[config.mk]
export PLATFORM = sky130hd
export DESIGN_NAME = maquina_estados_mascota
export DESIGN_NICKNAME = d
export VERILOG_FILES = /design/src/rtl/maquina_estados_mascota_pkg.sv /design/src/rtl/maquina_estados_mascota_divisor_tick.sv /design/src/rtl/maquina_estados_mascota.sv
export SDC_FILE = /design/constraint.sdc
export NUM_CORES = 1
export LEC_CHECK = 0
export ABC_AREA = 1
export CAP_MARGIN = 20
export CORE_ASPECT_RATIO = 2
export CORE_UTILIZATION = 45
export CTS_CLUSTER_SIZE = 40
export DETAILED_ROUTE_END_ITERATION = 12
export RECOVER_POWER = 25
export SLEW_MARGIN = 30
export SYNTH_ARGS = -nofsm -noshare
export SYNTH_HDL_FRONTEND = slang
export SYNTH_SLANG_ARGS = --single-unit
export TNS_END_PERCENT = 30
[constraint.sdc]
create_clock -name clk -period 2.7 [get_ports clk]
set_input_delay 0.54 -clock clk [delete_from_list [all_inputs] [get_ports clk]]
set_output_delay 0.54 -clock clk [all_outputs]
set_load 0.005 [all_outputs]
[src/rtl/maquina_estados_mascota_pkg.sv]
// Shared definitions for the pet-behaviour FSM: state codes, level thresholds
// and the target-state rule. The display decoder imports this package too.
package maquina_estados_mascota_pkg;

  localparam int ESTADO_W = 3;

  localparam logic [ESTADO_W-1:0] FELIZ      = 3'd0;
  localparam logic [ESTADO_W-1:0] TRISTE     = 3'd1;
  localparam logic [ESTADO_W-1:0] CANSADO    = 3'd2;
  localparam logic [ESTADO_W-1:0] HAMBRIENTO = 3'd3;
  localparam logic [ESTADO_W-1:0] ENFERMO    = 3'd4;
  localparam logic [ESTADO_W-1:0] MUERTO     = 3'd5;
  localparam logic [ESTADO_W-1:0] TEST       = 3'd6;

  localparam logic [1:0] LOW_TH = 2'd1;
  localparam logic [1:0] OK_TH  = 2'd2;

  function automatic logic es_alarma(input logic [ESTADO_W-1:0] code);
    return (code >= TRISTE) && (code <= ENFERMO);
  endfunction

  // The current alarm state holds until its own level recovers to OK_TH;
  // otherwise the most urgent low need wins.
  function automatic logic [ESTADO_W-1:0] calc_objetivo(
    input logic [ESTADO_W-1:0] actual,
    input logic [1:0]          animo,
    input logic [1:0]          energia,
    input logic [1:0]          descanso,
    input logic [1:0]          medicina
  );
    logic [1:0]          propio;
    logic [ESTADO_W-1:0] obj;
    case (actual)
      TRISTE:     propio = animo;
      CANSADO:    propio = descanso;
      HAMBRIENTO: propio = energia;
      ENFERMO:    propio = medicina;
      default:    propio = OK_TH;
    endcase
    if (medicina <= LOW_TH)      obj = ENFERMO;
    else if (energia <= LOW_TH)  obj = HAMBRIENTO;
    else if (descanso <= LOW_TH) obj = CANSADO;
    else if (animo <= LOW_TH)    obj = TRISTE;
    else                         obj = FELIZ;
    if (es_alarma(actual) && (propio < OK_TH)) obj = actual;
    return obj;
  endfunction

endpackage

[src/rtl/maquina_estados_mascota_divisor_tick.sv]
// Free-running prescaler: tick is high for one clock out of every CLK_HZ,
// decoded from the counter register so it carries no input logic.
module divisor_tick #(
  parameter int CLK_HZ = 50_000_000
) (
  input  logic clk,
  input  logic reset,
  output logic tick
);

  localparam int                CNT_W  = (CLK_HZ > 1) ? $clog2(CLK_HZ) : 1;
  localparam logic [CNT_W-1:0]  ULTIMO = CNT_W'(CLK_HZ - 1);

  logic [CNT_W-1:0] cnt;

  // NOTE: state registers use non-blocking assignments so every flop samples
  // the pre-edge value of every other flop, independent of block order.
  always_ff @(posedge clk) begin
    if (reset)              cnt <= '0;
    else if (cnt == ULTIMO) cnt <= '0;
    else                    cnt <= cnt + CNT_W'(1);
  end

  assign tick = (cnt == ULTIMO);

endmodule

[src/rtl/maquina_estados_mascota.sv]
// Pet-behaviour FSM: need levels -> pet state, feed/medicate enables, alarm
// and latched death. Optional display-walk TEST mode under MASCOTA_TEST_EN.
module maquina_estados_mascota
  import maquina_estados_mascota_pkg::*;
#(
  parameter int CLK_HZ      = 50_000_000,
  parameter int DEATH_S     = 30,
  parameter int DWELL_TICKS = 2
) (
  input  logic                clk,
  input  logic                reset,
  input  logic                test,
  input  logic [1:0]          nivel_animo,
  input  logic [1:0]          nivel_energia,
  input  logic [1:0]          nivel_descanso,
  input  logic [1:0]          nivel_medicina,
  input  logic                senal_5seg_energia,
  input  logic                senal_5seg_medicina,
  output logic [ESTADO_W-1:0] estado,
  output logic                activo_comida,
  output logic                activo_medicina,
  output logic                alarma,
  output logic                muerto
);

  localparam int                 DWELL_W   = $clog2(DWELL_TICKS + 1);
  localparam int                 DEATH_W   = $clog2(DEATH_S + 1);
  localparam logic [DWELL_W-1:0] DWELL_MAX = DWELL_W'(DWELL_TICKS);
  localparam logic [DEATH_W-1:0] DEATH_MAX = DEATH_W'(DEATH_S);

  logic                tick;
  logic [ESTADO_W-1:0] estado_q, estado_d, objetivo, display_d;
  logic [DWELL_W-1:0]  dwell_q, dwell_d, dwell_inc;
  logic [DEATH_W-1:0]  death_q, death_d, death_inc;
  logic                algun_cero, pulso_ok;

  divisor_tick #(.CLK_HZ(CLK_HZ)) u_divisor_tick (
    .clk   (clk),
    .reset (reset),
    .tick  (tick)
  );

  assign algun_cero = (nivel_animo == 2'd0) || (nivel_energia == 2'd0) ||
                      (nivel_descanso == 2'd0) || (nivel_medicina == 2'd0);
  assign pulso_ok   = ((estado_q == HAMBRIENTO) && senal_5seg_energia) ||
                      ((estado_q == ENFERMO) && senal_5seg_medicina);
  assign objetivo   = calc_objetivo(estado_q, nivel_animo, nivel_energia,
                                    nivel_descanso, nivel_medicina);
  // Both counters stay below their maximum outside MUERTO, so +1 never wraps.
  assign dwell_inc  = dwell_q + DWELL_W'(1);
  assign death_inc  = death_q + DEATH_W'(1);

`ifndef MASCOTA_TEST_EN
  logic test_unused;
  assign test_unused = test;
`endif

  // Event priority: death > test > 5 s pulse > dwell transition.
  always_comb begin
    // NOTE: every signal gets a default first so no path can leave it
    // unassigned and infer a latch.
    estado_d = estado_q;
    dwell_d  = dwell_q;
    death_d  = death_q;
    if (estado_q == MUERTO) begin
      estado_d = MUERTO;
`ifdef MASCOTA_TEST_EN
    end else if (estado_q == TEST) begin
      if (test) begin
        estado_d = FELIZ;
        dwell_d  = '0;
        death_d  = '0;
      end
`endif
    end else begin
      if (tick) death_d = algun_cero ? ((death_q == DEATH_MAX) ? DEATH_MAX : death_inc) : '0;
      if (death_d == DEATH_MAX) begin
        estado_d = MUERTO;
        dwell_d  = '0;
`ifdef MASCOTA_TEST_EN
      end else if (test) begin
        estado_d = TEST;
        dwell_d  = '0;
`endif
      end else if (pulso_ok) begin
        estado_d = FELIZ;
        dwell_d  = '0;
      end else if (tick) begin
        if (objetivo == estado_q) begin
          dwell_d = '0;
        end else if (dwell_inc == DWELL_MAX) begin
          estado_d = objetivo;
          dwell_d  = '0;
        end else begin
          dwell_d = dwell_inc;
        end
      end
    end
  end

`ifdef MASCOTA_TEST_EN
  // walk_q == TEST shows code 6 until the first tick, then cycles 0..5.
  logic [ESTADO_W-1:0] walk_q, walk_d;

  always_comb begin
    walk_d = walk_q;
    if ((estado_d == TEST) && (estado_q != TEST))
      walk_d = TEST;
    else if ((estado_q == TEST) && tick)
      walk_d = (walk_q >= MUERTO) ? FELIZ : walk_q + ESTADO_W'(1);
  end

  always_ff @(posedge clk) begin
    if (reset) walk_q <= FELIZ;
    else       walk_q <= walk_d;
  end

  assign display_d = (estado_d == TEST) ? walk_d : estado_d;
`else
  assign display_d = estado_d;
`endif

  always_ff @(posedge clk) begin
    if (reset) begin
      estado_q        <= FELIZ;
      dwell_q         <= '0;
      death_q         <= '0;
      estado          <= FELIZ;
      activo_comida   <= 1'b0;
      activo_medicina <= 1'b0;
      alarma          <= 1'b0;
      muerto          <= 1'b0;
    end else begin
      estado_q        <= estado_d;
      dwell_q         <= dwell_d;
      death_q         <= death_d;
      estado          <= display_d;
      activo_comida   <= (estado_d == HAMBRIENTO);
      activo_medicina <= (estado_d == ENFERMO);
      alarma          <= es_alarma(display_d);
      muerto          <= (display_d == MUERTO);
    end
  end

endmodule

# Word-level counts from Yosys, hierarchy flattened
# Index checks and enable logic that the tools add are counted.
# W data, S select, Z words.
# word_totals
regBits	40
latchBits	0
ram_bits	0
rom_bits	0
inputBits	13
word_cells	71
mem_count	0
# op_classes
addsub	3
n_mul	0
div_mod_pow	0
n_lt_le_gt_ge	9
n_eq_ne	13
n_shift	0
muxes	21
bitwise	1
n_reduce_logical	16
# ops
cell	count
$add A26 B1 Y26 const B	1
$eq A26 B26 Y1 const B	1
$mux W3	8
$mux W5	4
$mux W2	7
$eq A3 B3 Y1 const B	4
$eq A5 B5 Y1 const B	2
$eq A3 B2 Y1 const B	3
$le A2 B1 Y1 const B	4
$logic_not A2 Y1	4
$pmux W2 S4	1
$ge A3 B1 Y1 const B	2
$le A3 B3 Y1 const B	2
$add A5 B1 Y5 const B	1
$logic_and A1 B1 Y1	5
$logic_or A1 B1 Y1	4
$eq A3 B1 Y1 const B	1
$eq A3 B3 Y1	1
$reduce_bool A3 Y1	1
$add A2 B1 Y2 const B	1
$eq A2 B2 Y1 const B	1
$lt A2 B2 Y1 const B	1
$reduce_and A2 Y1	1
$reduce_or A2 Y1	1
other kinds (2)	2

# Logic depth before layout (Yosys ltp)
# Gate-level depths: netlist (run 1).
# logic_depth
ltp_word	14
mapped_depth	19
ltp_nobuf	19

# Modules after synthesis
# From an unflattened synthesis (run 1), not the netlist that was laid out.
# unflattened
cells_unflattened	399
hier_area_um2	2534.9
# by_module_without_submodules
mod	n_inst	cells_each	area_per_inst_um2	seq_area_each_um2
divisor_tick	1	219	1415.1	520.5
maquina_estados_mascota	1	180	1119.8	280.3

# Worst setup path after synthesis (run 1)
# OpenSTA, ideal clock, no wires.
# synth_timing
path_kind	register to register
start	reg u_divisor_tick.cnt[0]
end	reg dwell_q[1]
setup_ns	0.113
arrival_time_ns	1.665
path_slack_ns	0.921
stages_incl_launch_ff	14
synth_period_minus_slack_ns	1.779
path_cell_list	dfxtp_1 ha_1 nand3_1 nor2_1 nand2_2 nor2_8 nand2_2 nand2_1 nand2_1 nor2_2 nand2_2 a21oi_2 o21ai_1 nor2b_4
# synth_between
elab_chain_len	6
# synth_lines
element	line	source
start, declared	maquina_estados_mascota_divisor_tick.sv:14	logic [CNT_W-1:0] cnt;
start signal, assigned	maquina_estados_mascota_divisor_tick.sv:21	else cnt <= cnt + CNT_W'(1);
$eq A26 B26 Y1 (*)	maquina_estados_mascota_divisor_tick.sv:24	assign tick = (cnt == ULTIMO);
$mux W5	maquina_estados_mascota.sv:76	if (tick) death_d = algun_cero ? ((death_q == DEATH_MAX) ? DEATH_MAX : death_inc) : '0;
$mux W5	maquina_estados_mascota.sv:65	if (estado_q == MUERTO) begin
$eq A5 B5 Y1	maquina_estados_mascota.sv:77	if (death_d == DEATH_MAX) begin
$reduce_bool A3 Y1 (no source line)	n/a	
$reduce_and A2 Y1 (no source line)	n/a	
end signal, assigned	maquina_estados_mascota.sv:135	dwell_q <= dwell_d;
end, declared	maquina_estados_mascota.sv:33	logic [DWELL_W-1:0] dwell_q, dwell_d, dwell_inc;
# Mark *: on every way between the ends. The rest lies on a longest branch, timed or not. The select of a mux whose other input is x is not followed.
# A chain may end at the register's enable or synchronous reset.

# Worst setup path after layout (run 1)
# Ends and elaborated chain as after synthesis.

==> flow_summary.ini, run 1 <==
[status]
status = finished, final reports clean

[worst_setup_path]
critPathArrivalTime_ps = 2400
worstSetupStartpointType = register
critical-path-top-cell-by-count = sky130_fd_sc_hd__nand2_1
timing.setup.critical_path_class = register to register
worstPathCellList = ha_1 > nand3_1 > nor2_1 > nand2_1 > nor2_8 > nand2_1 > nand2_1 > nand2_1 > nor2_2 > nand2_2 > a21oi_2 > o21ai_1 > nor2b_4
critPathBufInv = 0
critical_path_depth = 13
worst-endpoint-required_ps = 2910
end_kind = register
reg2regPathDepth = 13
cp_slowest_stage_delay_ps = 360
cp_max_fo = 9
critical-path-slowest-cell = sky130_fd_sc_hd__dfxtp_1
critical_path.top_delay_family = simple AND/OR/NAND/NOR gates

[cells_and_area]
multiInputGateArea_um2 = 1406
layout.cells.most_common = sky130_fd_sc_hd__nand2_1
most-common-layout-cells = 100 x sky130_fd_sc_hd__nand2_1, 65 x sky130_fd_sc_hd__inv_1, 61 x sky130_fd_sc_hd__nor2_1, 40 x sky130_fd_sc_hd__dfxtp_1, 30 x sky130_fd_sc_hd__nand3_1
fin_cells = 486
antenna_cells_inserted = 0
final_nets = 441
layout-drive-gt1-share_pct = 8.216
layout_utilization_pct = 52.84
area_delta_synth_final_pct = 13.65
layout.area.seq_um2 = 800.8
fillers = 580

[yosys]
post_synth.cell_area_avg_um2 = 6.222
postSynth.asyncResetShare_pct = 0
postSynthNetCount = 421
synth_top_area_share_pct = 31.78
synth.area.top_cells = sky130_fd_sc_hd__dfxtp_1 32%, sky130_fd_sc_hd__nand2_1 15%, sky130_fd_sc_hd__inv_1 9.7%, sky130_fd_sc_hd__nor2_1 9.1%, sky130_fd_sc_hd__nand3_1 6.0%
synth_area_um2 = 2520
ys.flop_type = sky130_fd_sc_hd__dfxtp_1
yosys_warnings = 0
synth_sequential_area_ratio_pct = 31.78
post_synth_num_cell_types = 36
synth_edf_count = 0
synthesis.instances = 405
ys_ff_latch = 40
netlist.top_cell.by_area = sky130_fd_sc_hd__dfxtp_1

[cts]
clock_root_buffer = sky130_fd_sc_hd__clkbuf_8
ctsHoldBuffers = 0
numCtsBuffers = 5
tritoncts = built
clock_sinks = 40
clock_tree.htree_level_count = 2
post-cts-setup-buffers = 0
clk_pin_slew_ps = 90
post_cts.resized_instances = 0
clkLatencyLatePin_ps = 310
cts.path.max_buffers = 2

[timing]
drv_slew = 0
layout_worst_path_cycle_share_pct = 80.95
fin_worst_skew_ps = 8.429
post-route-min-period_ps = 2186
grt_setup_unrepaired = no
timing_hold_violations_final = 0
worst_slack_ps = 514.2
tightestPinTransition_ps = 529.3
setup_tns_ps = 0
final_setup_viols = 0
max_freq_mhz = 457.5
slew_headroom_pct = 64.67

[global_routing]
grt_max_degree = 17
first_global_vias = 2476
grt_total_usage_pct = 24.03
grt_pass1_wl_mm = 10.29
initial_antenna_violation_count = 0
gr-total-overflow = 0

[power]
ir_drop_v = 0.0003321
power-per-cell-area_nw_per_um2 = 410.6
power.static_leakage_uw = 0.001327

[routing]
post_drt_wl_per_cell_um = 12.72
drc = 0
route.detailed.vias_per_inst = 5.121
antenna_violating_nets_post_route = 0
drtIter0Drc = 51
finalWirelength_mm = 6.182
first_pass_iters = 5
via_count = 2489

[min_path]
min_path_type = register to register
holdPathStages = 1

[place]
placement.setup.worst_slack_ps = 247.4
cell_total_after_placement = 478
dp.final_hpwl_mm = 4.979
gpl.final_weighted_congestion = 0.8077
port-buffer-count = 18

[floorplan]
dieArea_um2 = 5921
floorplan.rows = 38
boundaryPins = 20
dieWidth_um = 54.92
die_h_um = 107.8
floorplan.initialDensity_pct = 46.49
coreArea_um2 = 5420

[job]
cap_viol_max_count = 0
area by class of cell:
class / count / area share (%)
inverter: 71 / 9.305
sequential: 40 / 27.96
tap: 60 / 2.621
clock inverter: 3 / 1.660
clock buffer: 5 / 2.403
multi-input combinational: 286 / 49.10
timing repair buffer: 21 / 6.946
cell usage after synthesis, types with 2 or more instances:
master,count
sky130_fd_sc_hd__nor4_2,2
sky130_fd_sc_hd__inv_1,65
sky130_fd_sc_hd__nand3_1,30
sky130_fd_sc_hd__nand4_1,13
sky130_fd_sc_hd__nand2_2,6
sky130_fd_sc_hd__buf_2,5
sky130_fd_sc_hd__inv_2,5
sky130_fd_sc_hd__nor2_4,2
sky130_fd_sc_hd__ha_1,3
sky130_fd_sc_hd__a21oi_1,19
sky130_fd_sc_hd__dfxtp_1,40
sky130_fd_sc_hd__o21ai_0,16
sky130_fd_sc_hd__nor3_1,9
sky130_fd_sc_hd__nor3b_1,3
sky130_fd_sc_hd__nand2_1,99
sky130_fd_sc_hd__xor2_1,2
sky130_fd_sc_hd__clkbuf_1,2
sky130_fd_sc_hd__xnor2_1,3
sky130_fd_sc_hd__nor2_1,61
sky130_fd_sc_hd__nor2_2,4
state kept, by name (all words and copies together), names as in the netlist:
register,cells
u_divisor_tick.cnt,26
death_q,5
estado_q,3
dwell_q,2
activo_comida,1
activo_medicina,1
alarma,1
muerto,1
power breakdown:
group | switching [µW] | internal, µW
Clock | 243 | 279
Sequential | 2.60 | 593
Combinational | 32.3 | 26.9
Total | 278 | 899
per-stage QoR:
stage | power, µW | hold slack (ps) | instance area (µm²)
after global routing | 1221 | 513.3 | 2864
after global placement | 669.0 | 435.9 | 2754
after floorplan | 640.6 | 417.5 | 2520
after detailed placement | 670.1 | 443.1 | 2754
final | 1176 | 453.3 | 2864
after CTS | 1189 | 461.5 | 2870
final timing paths:
check	startpoint	endpoint	slack [ps]
setup / recovery	u_divisor_tick.cnt[0]	dwell_q[1]	510
hold / removal	u_divisor_tick.cnt[0]	u_divisor_tick.cnt[0]	450
setup reg to reg	u_divisor_tick.cnt[0]	dwell_q[1]	510
hold reg to reg	u_divisor_tick.cnt[0]	u_divisor_tick.cnt[0]	450
cell families (layout without fill, tap and decap cells):
| family | Yosys count | after routing | share of synthesized area (%) |
|---|---|---|---|
| and+or+nand+nor | 236 | 236 | 43.59 |
| buffers and inverters | 79 | 100 | 12.31 |
| AOI/OAI and AO/OA | 42 | 42 | 9.087 |
| DFF | 40 | 40 | 31.78 |
| xor gates and xnor gates | 5 | 5 | 1.738 |
| adders and majority gates | 3 | 3 | 1.490 |
metal layers:
layer,global-route usage (%),routed length [µm],up-vias
met2,46.82,3541,40
met4,13.57,296,0
met5,0,0,-
li1,-,-,1312
met3,4.096,114,22
met1,20.29,2229,1115
No activity file was read; power rests on OpenSTA's default activity.
==> run 2: changes to the inputs <==
PLACE_DENSITY = 0.67   (was default)
clock period = 1.8 ns   (was 2.7 ns; I/O delays follow)
==> flow_summary.ini, run 2 (synthesis results as in run 1) <==
[floorplan]
floorplan.initialDensity_pct = 46.49
boundaryPins = 20
floorplan.rows = 38
die_h_um = 107.8
dieArea_um2 = 5921
dieWidth_um = 54.92
coreArea_um2 = 5420

[place]
gpl.final_weighted_congestion = 0.9522
dp.final_hpwl_mm = 5.481
placement.setup.worst_slack_ps = -392.7
detailed_place.area_um2 = 3209
port-buffer-count = 18

[routing]
met2_wirelength_mm = 4.080
drc = 0
routed-wl-met3_um = 172
topRoutingLayerUsed = met4
antenna_violating_nets_post_route = 0
via_count = 2827
post_drt_wl_per_cell_um = 12.82
drtIter0Drc = 62
met1_routed_wirelength_after_detailed_routing_mm = 2.392
route.detailed.vias_per_inst = 5.149
finalWirelength_mm = 7.040
first_pass_iters = 4

[cells_and_area]
layout-drive-gt1-share_pct = 29.86
antenna_cells_inserted = 0
registers.top_by_ff_count = u_divisor_tick.cnt
largest_register_ff_count = 26
most-common-layout-cells = 86 x sky130_fd_sc_hd__nand2_1, 62 x sky130_fd_sc_hd__inv_1, 62 x sky130_fd_sc_hd__buf_4, 51 x sky130_fd_sc_hd__nor2_1, 29 x sky130_fd_sc_hd__dfxtp_1
area_delta_synth_final_pct = 41.71
layout.cells.most_common = sky130_fd_sc_hd__nand2_1
final_nets = 504
finish.instance_area_um2 = 3571
largest_registers = u_divisor_tick.cnt x26, death_q x5, estado_q x3

[timing]
grt_setup_unrepaired = yes
max_freq_mhz = 516.7
tightestPinTransition_ps = 325.4
drv_slew = 0
slew_headroom_pct = 78.22
worst_slack_ps = -135.5
layout_worst_path_cycle_share_pct = 107.5
timing_hold_violations_final = 0
fin_worst_skew_ps = 5.064
post-route-min-period_ps = 1936
setup_tns_ps = -1012
final_setup_viols = 12

[cts]
ctsHoldBuffers = 0
clock_tree.htree_level_count = 2
cts.path.max_buffers = 2
clock_root_buffer = sky130_fd_sc_hd__clkbuf_8
clock_sinks = 40
clkLatencyLatePin_ps = 310
numCtsBuffers = 5
clk_pin_slew_ps = 80
tritoncts = built

[power]
power_frac_comb_pct = 6.4
ir_drop_v = 0.0006450
power.clock.fraction_pct = 42.2
switching_power_uw = 387.4
power.static_leakage_uw = 0.001747
power-per-cell-area_nw_per_um2 = 489.1
p_int_uw = 1359
post-layout-total-power_uw = 1747
power.share.switching_pct = 22.18
seqPwrFrac_pct = 51.4

[global_routing]
grt_total_usage_pct = 26.28
grt_pass1_wl_mm = 11.25
first_global_vias = 2731
gr-total-overflow = 0
initial_antenna_violation_count = 0
grt_max_degree = 17

[worst_setup_path]
worst-endpoint-required_ps = 2000
cp_max_fo = 6
critPathArrivalTime_ps = 2140
worstSetupStartpointType = register
end_kind = register
timing.setup.critical_path_class = register to register

[status]
status = complete, but fails checks
failing_checks = negative setup slack

[job]
cap_viol_max_count = 0

[min_path]
min_path_type = register to register
run 2: cell count changes in the layout (fill, tap and decap cells not counted), moves of 4 or more:
cell                      change
sky130_fd_sc_hd__dfxtp_2     +10
sky130_fd_sc_hd__nor2_1      -10
sky130_fd_sc_hd__dfxtp_1     -11
sky130_fd_sc_hd__nand2_2     +12
sky130_fd_sc_hd__nand3_2      +5
sky130_fd_sc_hd__nand3_1      -8
sky130_fd_sc_hd__nor2_4       +6
sky130_fd_sc_hd__buf_4       +60
sky130_fd_sc_hd__nor2_2       +4
sky130_fd_sc_hd__nand2_1     -14
run 2: worst paths after layout:
check,endpoint,from,cells past startpoint,slack (ps)
setup / recovery,dwell_q[1],u_divisor_tick.cnt[13],14,-140
hold / removal,dwell_q[0],dwell_q[0],2,490
setup reg to reg,dwell_q[1],u_divisor_tick.cnt[13],14,-140
hold reg to reg,dwell_q[0],dwell_q[0],2,490
run 2: power groups by stage:
stage / clock network, µW / registers [µW] / logic (µW)
after floorplan: 0 / 914 / 47.4
final: 738 / 897 / 112
after detailed placement: 0 / 914 / 104
after global placement: 0 / 914 / 103
after CTS: 759 / 896 / 108
after global routing: 796 / 899 / 126
run 2: area by class of cell:
| cell class | instances | area, µm² |
|---|---|---|
| Clock inverter | 2 | 35.03 |
| Inverter | 71 | 266.5 |
| Clock buffer | 6 | 72.57 |
| Sequential cell | 40 | 817.0 |
| Fill cell | 514 | 1849 |
| Timing Repair Buffer | 84 | 695.7 |
| Tap cell | 60 | 75.07 |
| Multi-Input combinational cell | 286 | 1609 |
run 2: what timing repair did:
action,CTS,global route
gates resized for setup,23,46
endpoints found under the hold margin,0,0
buffers inserted,1,3
pin swaps,9,20
setup endpoints to repair,17,24
run 2: per-layer routing:
metal  vias up  global-route usage [%]
li1       1444                       -
met1      1292                   23.27
met4         0                   17.86
met5         -                       0
met2        62                   49.14
met3        29                   3.672
run 2: worst max-delay path, stage by stage, from the launching register on:
cell                      delay (ps)
sky130_fd_sc_hd__dfxtp_1         350
sky130_fd_sc_hd__nand2_1          70
sky130_fd_sc_hd__inv_1            90
sky130_fd_sc_hd__nand2_1         100
sky130_fd_sc_hd__nor2_2          180
sky130_fd_sc_hd__nand2_4          90
sky130_fd_sc_hd__nor2_8          150
sky130_fd_sc_hd__nand2_1          70
sky130_fd_sc_hd__nand2_1          80
sky130_fd_sc_hd__nand2_1          70
sky130_fd_sc_hd__nor2_2           90
sky130_fd_sc_hd__nand2_2         100
sky130_fd_sc_hd__a21oi_2         190
sky130_fd_sc_hd__o21ai_2          80
sky130_fd_sc_hd__nor2b_4         120
run 2: stage by stage:
step                hold slack, ps  util (%)  cells
floorplan                    417.5         -    405
detailed placement           478.3     59.21    537
global route                 516.3     65.88    549
global placement             465.1     59.21    537
CTS                          488.9     63.16    546
finish                       493.5     65.88    549
==> run 3: changes to the inputs <==
SYNTH_HIERARCHICAL = 1   (was default)
==> flow_summary.ini, run 3 <==
[status]
status = complete, but fails checks
failing_checks = negative setup slack

[worst_setup_path]
reg2regPathDepth = 18
critPathArrivalTime_ps = 2380
worstSetupStartpointType = register
rr_endpoint = muerto
regToRegStartpoint = u_divisor_tick/cnt[0]
timing.setup.critical_path_class = register to register
worst-endpoint-required_ps = 2030
cp_max_fo = 8
setup.reg_to_reg.worst_slack_ps = -340
end_kind = register

[routing]
via_count = 2663
first_pass_iters = 4
drc = 0
antenna_violating_nets_post_route = 0
finalWirelength_mm = 6.577
route.detailed.vias_per_inst = 4.931
post_drt_wl_per_cell_um = 12.18
drtIter0Drc = 54

[cells_and_area]
antenna_cells_inserted = 0
layout-drive-gt1-share_pct = 24.38
most-common-layout-cells = 98 x sky130_fd_sc_hd__nand2_1, 84 x sky130_fd_sc_hd__nor2_1, 59 x sky130_fd_sc_hd__buf_4, 46 x sky130_fd_sc_hd__inv_1, 38 x sky130_fd_sc_hd__dfxtp_1
registers.top_by_ff_count = u_divisor_tick/cnt
fillers = 548
largest_registers = u_divisor_tick/cnt x26, death_q x5, estado_q x3
layout.cells.most_common = sky130_fd_sc_hd__nand2_1
area_delta_synth_final_pct = 31.89
final_nets = 495
largest_register_ff_count = 26
finish.instance_area_um2 = 3343
fin_cells = 540

[yosys]
synth.area.top_cells = sky130_fd_sc_hd__dfxtp_1 32%, sky130_fd_sc_hd__nand2_1 15%, sky130_fd_sc_hd__nor2_1 13%, sky130_fd_sc_hd__inv_1 7.1%, sky130_fd_sc_hd__nand3_1 5.5%
synth.most_common_cell = sky130_fd_sc_hd__nand2_1
post_synth_num_cell_types = 29
postSynthNetCount = 415
synth.top_cells.by_count = 101 x sky130_fd_sc_hd__nand2_1, 85 x sky130_fd_sc_hd__nor2_1, 48 x sky130_fd_sc_hd__inv_1
netlist.top_cell.by_area = sky130_fd_sc_hd__dfxtp_1
ys_ff_latch = 40
synth_top_area_share_pct = 31.59
postSynth.asyncResetShare_pct = 0
yosys_warnings = 6
synth_sequential_area_ratio_pct = 31.59
synth_area_um2 = 2535
synth_edf_count = 0
post_synth.cell_area_avg_um2 = 6.353
ys.flop_type = sky130_fd_sc_hd__dfxtp_1
synthesis.instances = 399

[min_path]
holdPathStages = 2
min_path_type = register to register
min_delay_worst_endpoint = dwell_q[1]
hold_path_startpoint = dwell_q[1]

[timing]
holdWs_ps = 458.3
grt_setup_unrepaired = yes
tightestPinTransition_ps = 345.1
fin_worst_skew_ps = 5.870
max_freq_mhz = 466.3
final_setup_viols = 9
worst_slack_ps = -344.5
post-route-min-period_ps = 2145
timing_hold_violations_final = 0
setup_tns_ps = -2417
drv_slew = 0
layout_worst_path_cycle_share_pct = 119.1
slew_headroom_pct = 76.85

[floorplan]
dieWidth_um = 55.07
boundaryPins = 20
die_h_um = 108.1
coreArea_um2 = 5420
floorplan.initialDensity_pct = 46.77
floorplan.rows = 38
dieArea_um2 = 5955

[global_routing]
grt_max_degree = 23
first_global_vias = 2585
grt_total_usage_pct = 24.59
initial_antenna_violation_count = 0
grt_pass1_wl_mm = 10.43
gr-total-overflow = 0

[job]
cap_viol_max_count = 0

[place]
detailed_place.area_um2 = 3217
dp.final_hpwl_mm = 5.365
gpl.final_weighted_congestion = 0.9163
cell_total_after_placement = 529
port-buffer-count = 18

[cts]
tritoncts = built
clock_root_buffer = sky130_fd_sc_hd__clkbuf_8
clkLatencyLatePin_ps = 290
clock_tree.htree_level_count = 2
ctsHoldBuffers = 0
numCtsBuffers = 5
clock_sinks = 40
clk_pin_slew_ps = 80
cts.path.max_buffers = 2

[power]
post-layout-total-power_uw = 1596
power.static_leakage_uw = 0.001510
power-per-cell-area_nw_per_um2 = 477.3
ir_drop_v = 0.0006325
==> run 3: changes by cell type in the layout (fill, tap and decap cells not counted), sizes merged, moves of 3 or more <==
cell and delta:
nor3b -3, nand2 +10, nor2 +29, nor3 -8, buf -6, o21ai -11, xnor2 +6, nand4 -3
inv -18, a21oi -6, xor2 +3
==> run 3: cell families (layout without fill, tap and decap cells) <==
family / after synthesis / in the layout / share of synthesized area [%]
AND/OR/NAND/NOR: 261 / 261 / 47.33
buffers and inverters: 58 / 139 / 9.921
flip-flops: 40 / 40 / 31.59
AO/OA/AOI/OAI: 23 / 23 / 4.837
XOR/XNOR: 14 / 14 / 4.837
adder cells (fa/ha/maj): 3 / 3 / 1.481
==> run 3: worst max path at each step <==
stage	from	endpoint	slack [ps]	cells past startpoint
3_3_place_gp	u_divisor_tick/cnt[1]	alarma	-390	19
6_report	u_divisor_tick/cnt[0]	muerto	-340	18
2_1_floorplan	u_divisor_tick/cnt[0]	alarma	-370	19
4_1_cts	u_divisor_tick/cnt[0]	alarma	-330	21
5_1_grt	u_divisor_tick/cnt[0]	alarma	-560	21
3_5_place_dp	u_divisor_tick/cnt[1]	alarma	-420	21
==> run 3: what timing repair did <==
| action | 4_1_cts | 5_1_grt |
|---|---|---|
| gates cloned | 0 | 0 |
| pin swaps | 8 | 4 |
| setup buffers | 1 | 2 |
| setup endpoints to repair | 13 | 15 |
| gates resized for setup | 2 | 11 |
==> run 3: metrics by stage <==
stage / worst slack, ps / utilization (%)
floorplan: -373.5 / -
global placement: -391.8 / 59.35
detailed placement: -424.7 / 59.35
CTS: -327.8 / 61.15
global route: -562.1 / 61.68
finish: -344.5 / 61.68
==> run 3: metal layers <==
| metal | global-route usage [%] | up-vias | wire [µm] |
|---|---|---|---|
| met5 | 0 | - | 0 |
| met1 | 18.23 | 1188 | 2174 |
| met3 | 3.516 | 31 | 149 |
| li1 | - | 1395 | - |
| met2 | 48.54 | 49 | 3756 |
| met4 | 18.93 | 0 | 495 |
==> run 3: worst max-delay path, cell delays in order, from the launching register on <==
cell                       delay [ps]
sky130_fd_sc_hd__dfxtp_2          360
sky130_fd_sc_hd__ha_4             140
sky130_fd_sc_hd__nand2_2           50
sky130_fd_sc_hd__nor2_4            90
sky130_fd_sc_hd__nand2_2           60
sky130_fd_sc_hd__inv_2             50
sky130_fd_sc_hd__nand2_2           50
sky130_fd_sc_hd__nor4_2           130
sky130_fd_sc_hd__buf_4            210
sky130_fd_sc_hd__nand3b_1          90
sky130_fd_sc_hd__nand2_1           90
sky130_fd_sc_hd__nand2_1           60
sky130_fd_sc_hd__nor2_2           110
sky130_fd_sc_hd__nand2_2          110
sky130_fd_sc_hd__nand2_2          110
sky130_fd_sc_hd__inv_4             60
sky130_fd_sc_hd__buf_4            130
sky130_fd_sc_hd__buf_4            120
sky130_fd_sc_hd__nor2_1            80
==> run 3: final cells by class <==
class                   instances  area, µm²  share of cell area, %
clock inverters                 3      18.77                 0.5614
clock buffers                   5      68.82                  2.058
repair buffers                 78      626.9                  18.75
inverters                      53      206.4                  6.175
flip-flops and latches         40      803.3                  24.03
well taps                      60      75.07                  2.246
multi-input cells             301       1544                  46.18
==> run 3: power breakdown <==
part | total, µW | internal, µW | switching, µW
logic | 109 | 57.8 | 51.0
registers | 896 | 890 | 5.14
clock network | 591 | 270 | 321
total | 1600 | 1220 | 377
